File: src/rtl/switch_pkg.sv
// Shared definitions for the 4x4 switch: widths, header field positions,
// ingress FSM states and the {valid, data} buffer word.
package switch_pkg;

    localparam int DATA_W  = 32;
    localparam int LEN_W   = 16;
    localparam int NUM_DST = 4;
    localparam int DST_W   = 2;
    localparam int BUF_W   = DATA_W + 1;

    // Header field positions
    localparam int LEN_MSB = 23;
    localparam int LEN_LSB = 8;
    localparam int MID_MSB = 7;
    localparam int MID_LSB = 2;
    localparam int DST_MSB = 1;
    localparam int DST_LSB = 0;

    typedef enum logic [1:0] {
        IDLE    = 2'd0,
        FORWARD = 2'd1,
        DROP    = 2'd2
    } state_t;

    // Word written into a destination buffer; valid flag sits at the MSB
    typedef logic [BUF_W-1:0] buf_word_t;

    function automatic buf_word_t make_buf_word(input logic [DATA_W-1:0] data);
        return {1'b1, data};
    endfunction

endpackage

File: src/rtl/input_daemon_header_decode.sv
// header_decode: pulls destination, destination validity and the clamped
// packet length out of a header word. Purely combinational.
module header_decode
    import switch_pkg::*;
(
    input  logic [DATA_W-1:0] hdr,
    output logic [DST_W-1:0]  dest,
    output logic              dest_ok,
    output logic [LEN_W-1:0]  len
);

    // Field extraction; a zero length is treated as a header-only packet
    always_comb begin
        dest    = hdr[DST_MSB:DST_LSB];
        dest_ok = (hdr[MID_MSB:MID_LSB] == '0);
        len     = hdr[LEN_MSB:LEN_LSB];
        if (len == '0) begin
            len = LEN_W'(1);
        end
    end

endmodule

File: src/rtl/input_daemon.sv
// input_daemon: ingress demultiplexer. Parses packet headers and writes each
// packet word, tagged valid, into one of four destination buffers. Words with
// an invalid destination are consumed and discarded.
// Optional macro INPUT_DAEMON_STATS_EN adds pkt_count / drop_count outputs.
module input_daemon
    import switch_pkg::*;
(
    input  logic               clk,
    input  logic               rst_n,
    input  logic [DATA_W-1:0]  INPUT_PORT,
    input  logic               in_valid,
    output logic               in_ready,
    input  logic [NUM_DST-1:0] buf_full,
    output logic [BUF_W-1:0]   NOBLOCKOBUF_TO_1,
    output logic [BUF_W-1:0]   NOBLOCKOBUF_TO_2,
    output logic [BUF_W-1:0]   NOBLOCKOBUF_TO_3,
    output logic [BUF_W-1:0]   NOBLOCKOBUF_TO_4
`ifdef INPUT_DAEMON_STATS_EN
    ,
    output logic [15:0]        pkt_count,
    output logic [15:0]        drop_count
`endif
);

    state_t           state_reg, state_next;
    logic [LEN_W-1:0] cnt_reg, cnt_next;
    logic [DST_W-1:0] dst_reg, dst_next;
    logic             ready;
    logic             xfer;
    logic             wr_en;
    logic [DST_W-1:0] wr_sel;

    logic [DST_W-1:0] dec_dest;
    logic             dec_dest_ok;
    logic [LEN_W-1:0] dec_len;

    buf_word_t        out_reg [NUM_DST];

    header_decode u_header_decode (
        .hdr     (INPUT_PORT),
        .dest    (dec_dest),
        .dest_ok (dec_dest_ok),
        .len     (dec_len)
    );

    // Ready is forced low while reset is held so nothing is accepted
    assign in_ready = ready & rst_n;
    assign xfer     = in_valid & ready;

    // FSM state, word counter and latched destination
    always_ff @(posedge clk or negedge rst_n) begin
        if (!rst_n) begin
            state_reg <= IDLE;
            cnt_reg   <= '0;
            dst_reg   <= '0;
        end else begin
            state_reg <= state_next;
            cnt_reg   <= cnt_next;
            dst_reg   <= dst_next;
        end
    end

    // Ready generation, next-state logic and buffer write selection
    always_comb begin
        state_next = state_reg;
        cnt_next   = cnt_reg;
        dst_next   = dst_reg;
        ready      = 1'b0;
        wr_en      = 1'b0;
        wr_sel     = dst_reg;

        case (state_reg)
            IDLE: begin
                // Invalid-destination headers are always swallowed
                ready = dec_dest_ok ? ~buf_full[dec_dest] : 1'b1;
                if (xfer) begin
                    cnt_next = dec_len - LEN_W'(1);
                    if (dec_dest_ok) begin
                        wr_en    = 1'b1;
                        wr_sel   = dec_dest;
                        dst_next = dec_dest;
                        if (dec_len > LEN_W'(1)) begin
                            state_next = FORWARD;
                        end
                    end else if (dec_len > LEN_W'(1)) begin
                        state_next = DROP;
                    end
                end
            end

            FORWARD: begin
                ready = ~buf_full[dst_reg];
                if (xfer) begin
                    wr_en  = 1'b1;
                    wr_sel = dst_reg;
                    if (cnt_reg <= LEN_W'(1)) begin
                        cnt_next   = '0;
                        state_next = IDLE;
                    end else begin
                        cnt_next = cnt_reg - LEN_W'(1);
                    end
                end
            end

            DROP: begin
                ready = 1'b1;
                if (xfer) begin
                    if (cnt_reg <= LEN_W'(1)) begin
                        cnt_next   = '0;
                        state_next = IDLE;
                    end else begin
                        cnt_next = cnt_reg - LEN_W'(1);
                    end
                end
            end

            default: begin
                state_next = IDLE;
                cnt_next   = '0;
            end
        endcase
    end

    // One registered output per destination; only the written one is valid
    generate
        for (genvar gi = 0; gi < NUM_DST; gi++) begin : g_out
            always_ff @(posedge clk or negedge rst_n) begin
                if (!rst_n) begin
                    out_reg[gi] <= '0;
                end else if (wr_en && (wr_sel == DST_W'(gi))) begin
                    out_reg[gi] <= make_buf_word(INPUT_PORT);
                end else begin
                    out_reg[gi] <= '0;
                end
            end
        end
    endgenerate

    assign NOBLOCKOBUF_TO_1 = out_reg[0];
    assign NOBLOCKOBUF_TO_2 = out_reg[1];
    assign NOBLOCKOBUF_TO_3 = out_reg[2];
    assign NOBLOCKOBUF_TO_4 = out_reg[3];

`ifdef INPUT_DAEMON_STATS_EN
    logic hdr_xfer;
    logic [15:0] pkt_count_reg;
    logic [15:0] drop_count_reg;

    assign hdr_xfer = (state_reg == IDLE) & xfer;

    // Saturating header counters, split by destination validity
    always_ff @(posedge clk or negedge rst_n) begin
        if (!rst_n) begin
            pkt_count_reg  <= '0;
            drop_count_reg <= '0;
        end else if (hdr_xfer) begin
            if (dec_dest_ok) begin
                if (pkt_count_reg != 16'hFFFF) begin
                    pkt_count_reg <= pkt_count_reg + 16'd1;
                end
            end else begin
                if (drop_count_reg != 16'hFFFF) begin
                    drop_count_reg <= drop_count_reg + 16'd1;
                end
            end
        end
    end

    assign pkt_count  = pkt_count_reg;
    assign drop_count = drop_count_reg;
`endif

endmodule
File: config.mk
export PLATFORM = sky130hd
export DESIGN_NAME = input_daemon
export DESIGN_NICKNAME = d
export VERILOG_FILES = /design/src/rtl/switch_pkg.sv /design/src/rtl/input_daemon_header_decode.sv /design/src/rtl/input_daemon.sv
export SDC_FILE = /design/constraint.sdc
export NUM_CORES = 1
export LEC_CHECK = 0
export ABC_AREA = 1
export CELL_PAD_IN_SITES_DETAIL_PLACEMENT = 1
export CELL_PAD_IN_SITES_GLOBAL_PLACEMENT = 2
export CORE_UTILIZATION = 28
export CTS_CLUSTER_SIZE = 12
export DETAILED_ROUTE_END_ITERATION = 8
export GPL_TIMING_DRIVEN = 0
export PLACE_DENSITY_LB_ADDON = 0.1
export SLEW_MARGIN = 0
export SYNTH_ARGS = -nofsm -noshare
export SYNTH_HDL_FRONTEND = slang
export SYNTH_SLANG_ARGS = --single-unit
File: constraint.sdc
create_clock -name clk -period 1.75 [get_ports clk]
set_input_delay 0.175 -clock clk [delete_from_list [all_inputs] [get_ports clk]]
set_output_delay 0.175 -clock clk [all_outputs]
set_load 0.01 [all_outputs]
; ---- Word level (Yosys, flattened, before mapping)
; Cells that the tools add are included.
[op_classes]
n_addsub = 2
magnitude_cmp = 4
n_eq_ne = 9
mux = 29
bitwise_logic = 4
n_reduce_logical = 11
[op_table]
columns = operator, n
row1 = 2-to-1 mux 33 bit, 4
row2 = 2-to-1 mux 16 bit, 4
row3 = one-hot mux 16 bit (2 select lines), 1
row4 = subtractor 16 x 1 -> 16 bit (second input constant), 2
row5 = 2-to-1 mux 2 bit, 9
row6 = greater-than comparator 16 x 1 -> 1 bit (second input constant), 1
row7 = <= comparator 16 x 1 -> 1 bit (second input constant), 1
row8 = zero test 16 bit, 1
row9 = == test 2 bit (second input constant), 3
row10 = zero test 6 bit, 1
row11 = less-than comparator 2 x 3 -> 1 bit (second input constant), 2
row12 = 2-to-1 mux 1 bit, 6
row13 = binary-select mux 1 bit (select 2 bit), 2
row14 = == test 2 x 1 -> 1 bit (second input constant), 2
row15 = logical AND 1 bit, 4
row16 = zero test 2 bit, 2
row17 = != test 2 x 1 -> 1 bit (second input constant), 2
row18 = != test 2 bit (second input constant), 2
row19 = one-hot mux 2 bit (2 select lines), 1
row20 = AND reduction 4 bit, 1
row21 = one-hot mux 1 bit (3 select lines), 1
row22 = bitwise AND 1 bit, 2
row23 = inverter 1 bit, 2
row24 = one-hot mux 1 bit (2 select lines), 1
row25 = 2 further kinds, 2
[totals]
regBits = 152
input_bits = 39
output_inout_bits = 133
wordCells = 66

; ---- Depth between registers and ports, before layout
[depth]
depth_word = 11
mapped_depth = 14
ltp_nobuf = 14

; ---- Modules after synthesis
; From an unflattened synthesis, not the netlist that was laid out.
[hier_totals]
hier_cells = 641
area_unflattened_um2 = 6152.2
[by_module_without_submodules]
columns = mod, instances, cells_per_inst, area_per_inst_um2, seq_area_each_um2
row1 = input_daemon, 1, 603, 6000.8, 3803.6
row2 = header_decode, 1, 38, 151.4, 0.0

; ---- Worst setup path before layout
; No wires, ideal clock.
[synth_path]
path_type = flip-flop to flip-flop
from = register state_reg[0]
to = register out_reg, in the netlist NOBLOCKOBUF_TO_1[12]
setup_ns = 0.081
t_arrival_ns = 1.761
slack_ns = -0.092
path_stages_with_launch = 12
n_path_buf = 3
period_less_slack_ns = 1.842
path_cell_list = dfrtp_1 -> inv_1 -> ha_1 -> buf_2 -> inv_1 -> nor2_4 -> nand4_4 -> nand2_1 -> nand3_2 -> buf_6 -> buf_6 -> nor3_2
[synth_via]
elab_chain_len = 8
[synth_lines]
columns = element, line_no
row1 = from (decl), input_daemon.sv:25  ; state_t state_reg, state_next;
row2 = from (signal assigned), input_daemon.sv:57  ; state_reg <= state_next;
row3 = == test 2 bit (tied with other cells), input_daemon.sv:72  ; case (state_reg)
row4 = one-hot mux 1 bit (3 select lines), input_daemon.sv:72
row5 = bitwise AND 1 bit, input_daemon.sv:48  ; assign xfer = in_valid & ready;
row6 = 2-to-1 mux 2 bit, input_daemon.sv:76  ; if (xfer) begin
row7 = 2-to-1 mux 2 bit, --
row8 = zero test 2 bit, input_daemon.sv:130  ; end else if (wr_en && (wr_sel == DST_W'(gi))) begin
row9 = logical AND 1 bit (*), input_daemon.sv:130
row10 = 2-to-1 mux 33 bit (*), input_daemon.sv:130
row11 = "to (signal, indexed assignment)", input_daemon.sv:131  ; out_reg[gi] <= make_buf_word(INPUT_PORT);
row12 = to (decl), input_daemon.sv:37  ; buf_word_t out_reg [NUM_DST];
; Mark *: on every way between the ends. The rest lies on a longest branch, timed or not.
; A chain may end at the register's enable or synchronous reset.

; ---- Worst setup path after layout
[layout_path]
from = register dst_reg[0]
to = register out_reg, in the netlist NOBLOCKOBUF_TO_3[8]
[layout_via]
elab_chain_len = 10
[layout_lines]
columns = element, line_no
row1 = from (decl), input_daemon.sv:27  ; logic [DST_W-1:0] dst_reg, dst_next;
row2 = from (signal assigned), input_daemon.sv:59  ; dst_reg <= dst_next;
row3 = binary-select mux 1 bit (select 2 bit), input_daemon.sv:92  ; ready = ~buf_full[dst_reg];
row4 = 2-to-1 mux 1 bit (not written as such), input_daemon.sv:92
row5 = inverter 1 bit, input_daemon.sv:92
row6 = one-hot mux 1 bit (3 select lines), input_daemon.sv:72
row7 = bitwise AND 1 bit, input_daemon.sv:48
row8 = 2-to-1 mux 2 bit, input_daemon.sv:76
row9 = 2-to-1 mux 2 bit, --
row10 = == test 2 bit, input_daemon.sv:130
row11 = logical AND 1 bit (*), input_daemon.sv:130
row12 = 2-to-1 mux 33 bit (*), input_daemon.sv:130
; Mark *: on every way between the ends. The rest lies on a longest branch, timed or not. The select of a mux whose other input is x is not followed.

==> results.py <==
metrics = {
    "status": {
        "status": "finished with violations",
        "failed_checks": "negative hold slack, negative setup slack",
    },
    "logic_synthesis": {
        "yosysTopAreaCell": "dfrtp_1",
        "synthTopCellsByArea": "dfrtp_1, nor3_2, nand2_1, inv_1, buf_6",
        "synthCells": 630,
        "yosys.area_share.simple": 0.295,
        "ys_seq_area_frac": 0.565,
        "synth_top_area_share": 0.565,
        "synth_top_family_by_area": "simple AND/OR/NAND/NOR gates",
        "synth_compound_area_frac": 0.0370,
        "ys_seq_elements": 152,
        "syn_area_per_cell_um2": 10.7,
        "async_reset_ff_frac": 1.00,
        "ys.flop_type": "dfrtp_1",
        "syn_area_um2": 6730,
        "syn_nets": 675,
        "synthMuxAreaShare": 0,
        "synth_enable_flop_cells": 0,
        "synth-xor-area-share": 0.0130,
        "ys_warn_count": 0,
        "synth-adder-area-share": 0.0111,
        "netlist-cell-type-count": 33,
    },
    "clock_network": {
        "cts_tree": "built",
        "clkSinkCount": 152,
        "clk_pin_slew_worst_paths_ns": 0.08,
        "cts_buffers": 17,
        "cts_buffer_depth": 2,
        "clock_latency_ns": 0.43,
        "clockRootBuffer": "clkbuf_16",
        "htreeDepth": 4,
    },
    "power": {
        "p_per_area_nw_per_um2": 1030,
        "total_leakage_power_uw": 0.00515,
        "power_uw": 11700,
        "vdd_drop_max_mv": 0.628,
    },
    "placed_design": {
        "io_buffers": 171,
        "gp_congestion": 0.812,
        "place_area_um2": 8880,
        "hpwlAfterDp_um": 16200,
    },
    "global_routing": {
        "grt_max_degree": 84,
        "grt_pass1_vias": 5829,
        "grt-ovfl-total": 0,
        "globalRouteTotalUtil": 0.187,
        "grt_pass1_wl_um": 34100,
        "antenna_found_initial": 0,
    },
    "critical_path": {
        "cp.arrival_ns": 2.28,
        "ff2ff_path_depth": 11,
        "crit_fanout": 10,
        "critPathMaxStageDelay_ns": 0.40,
        "crit_end": "NOBLOCKOBUF_TO_3[8]",
        "cp-end-kind": "flip-flop",
        "crit_path_start_kind": "flip-flop",
        "r2r-end": "NOBLOCKOBUF_TO_3[8]",
        "critPathKind": "flip-flop to flip-flop",
        "crit_start": "dst_reg[0]",
        "slowest_stage": "dfrtp_1",
        "path_cells": "inv_2 > nand2_2 > nand3_2 > nand2_2 > a21oi_4 > buf_4 > a21oi_4 > nand4_1 > nand3_4 > buf_4 > nor3_4",
        "cp.required_ns": 2.04,
        "r2r-start": "dst_reg[0]",
        "ff2ff_setup_slack_ns": -0.23,
    },
    "job": {
        "maxCapViolCount": 0,
    },
    "timing": {
        "period_needed_ns": 1.98,
        "worst_pin_slew_ns": 0.760,
        "slew_headroom": 0.493,
        "setup_ws_ns": -0.234,
        "fin_setup_tns_ns": -25.42,
        "worst_hold_slack_ns": -0.212,
        "clock_skew_ns": 0.0123,
        "hold_viol": 82,
        "fmax_mhz": 504,
        "grt_setup_unrepaired": "true",
        "min_period_over_period": 1.13,
        "setup-violations-final": 150,
        "finalMaxSlewViolations": 0,
    },
    "detailed_routing": {
        "drt-total-wl_um": 23700,
        "post_drt_via_cell_ratio": 4.55,
        "drt-initial-drc-count": 191,
        "routedWlPerCell_um": 19.5,
        "dr.pass1.iters": 4,
        "vias": 5529,
        "drcViolationCount": 0,
        "postRouteAntennaNets": 0,
    },
    "floorplan": {
        "die_w_um": 157,
        "die_h_um": 157,
        "die_area_um2": 24700,
        "core_area_um2": 23500,
        "rows": 56,
        "initial_core_util": 0.286,
        "io_pins": 172,
    },
    "finish": {
        "final_core_utilization": 0.484,
        "fin_area_um2": 11400,
        "area_delta_synth_final_pct": 69.1,
        "fillCellCount": 2502,
        "drive_gt1_frac": 0.382,
        "fin_nets": 929,
        "diodes": 0,
    },
    "hold_path": {
        "hold_class": "primary input to async pin",
    },
}
final cells by class:
class	count	area (um2)	area share
Clock buffer	17	425	0.0374
Buffer	32	513	0.0450
Multi-Input combinational cell	377	3270	0.287
Sequential cell	152	3810	0.334
Clock inverter	15	178	0.0156
Timing Repair Buffer	236	2500	0.220
Tap cell	319	399	0.0350
Inverter	68	297	0.0260
repair_timing:
item | 4_1_cts | 5_1_grt
pin swaps | 15 | 34
gates cloned | 4 | 9
hold endpoints to repair | 82 | 82
endpoints found under the setup margin | 152 | 152
setup buffers | 28 | 23
gates resized for setup | 148 | 140
cell usage in the layout (no fill, tap or decap), types with 4 or more instances in the layout:
| master | n |
|---|---|
| a21oi_1 | 4 |
| buf_12 | 20 |
| buf_16 | 4 |
| buf_4 | 47 |
| buf_6 | 11 |
| clkbuf_16 | 27 |
| clkdlybuf4s50_1 | 160 |
| clkinv_8 | 5 |
| clkinvlp_4 | 8 |
| dfrtp_1 | 150 |
| dlymetal6s2s_1 | 7 |
| ha_4 | 4 |
| inv_1 | 42 |
| inv_2 | 13 |
| inv_4 | 7 |
| inv_8 | 5 |
| nand2_1 | 72 |
| nand2_2 | 12 |
| nand2_4 | 7 |
| nand3_1 | 24 |
| nand3_2 | 4 |
| nand3_4 | 5 |
| nand4_1 | 9 |
| nor2_1 | 31 |
| nor2_2 | 9 |
| nor2_4 | 11 |
| nor3_1 | 11 |
| nor3_2 | 55 |
| nor3_4 | 65 |
| o21ai_0 | 13 |
| o21ai_1 | 8 |
| xor2_1 | 8 |
critical path: cells and delay by family (launching register included):
kind	cells	cell delay, ns
compound gates	2	0.19
simple gates	6	0.72
buf+inv	3	0.52
flops	1	0.40
synth_stat cells, drive strengths merged (6+ instances only):
cell type  number
nor3          131
xor2            8
nand2          93
ha              6
nor2           51
nand3          33
inv            68
nand4          10
o22ai           6
o21ai          24
dfrtp         152
buf            31
a21oi           6
per-layer routing:
metal | global-route usage | up-vias | wire, um
met3 | 0.0295 | 17 | 828
met2 | 0.332 | 119 | 12800
met5 | 0 | - | 0
met1 | 0.235 | 2799 | 9890
met4 | 0.0504 | 0 | 191
li1 | - | 2594 | -
where the power goes:
part	switching (uW)	internal, uW
sequential	205	3730
clock	1760	1930
combinational	2380	1700
total	4340	7350
per-stage QoR:
stage          cells  worst slack [ns]
3_5_place_dp    1121            -0.841
3_3_place_gp    1120             -5.69
6_report        1216            -0.234
2_1_floorplan    630          -0.00349
5_1_grt         1216            -0.338
4_1_cts         1185            -0.230
cell families after synthesis:
kind of cell               count (synthesis)
AOI/OAI and AO/OA                         43
and+or+nand+nor                          318
xor gates and xnor gates                  10
adders and majority gates                  6
DFF                                      152
buffers and inverters                    101
worst min path at each step:
| stage | from | end | slack [ns] | cells after the start |
|---|---|---|---|---|
| 2_1_floorplan | rst_n | NOBLOCKOBUF_TO_1[0] | -0.12 | 0 |
| 3_3_place_gp | cnt_reg[7] | cnt_reg[7] | 0.52 | 2 |
| 3_5_place_dp | rst_n | NOBLOCKOBUF_TO_1[3] | 0.27 | 1 |
| 4_1_cts | rst_n | NOBLOCKOBUF_TO_1[3] | -0.19 | 1 |
| 5_1_grt | rst_n | NOBLOCKOBUF_TO_1[3] | -0.17 | 1 |
| 6_report | rst_n | NOBLOCKOBUF_TO_1[3] | -0.21 | 1 |
No activity file was read; power rests on OpenSTA's default activity.
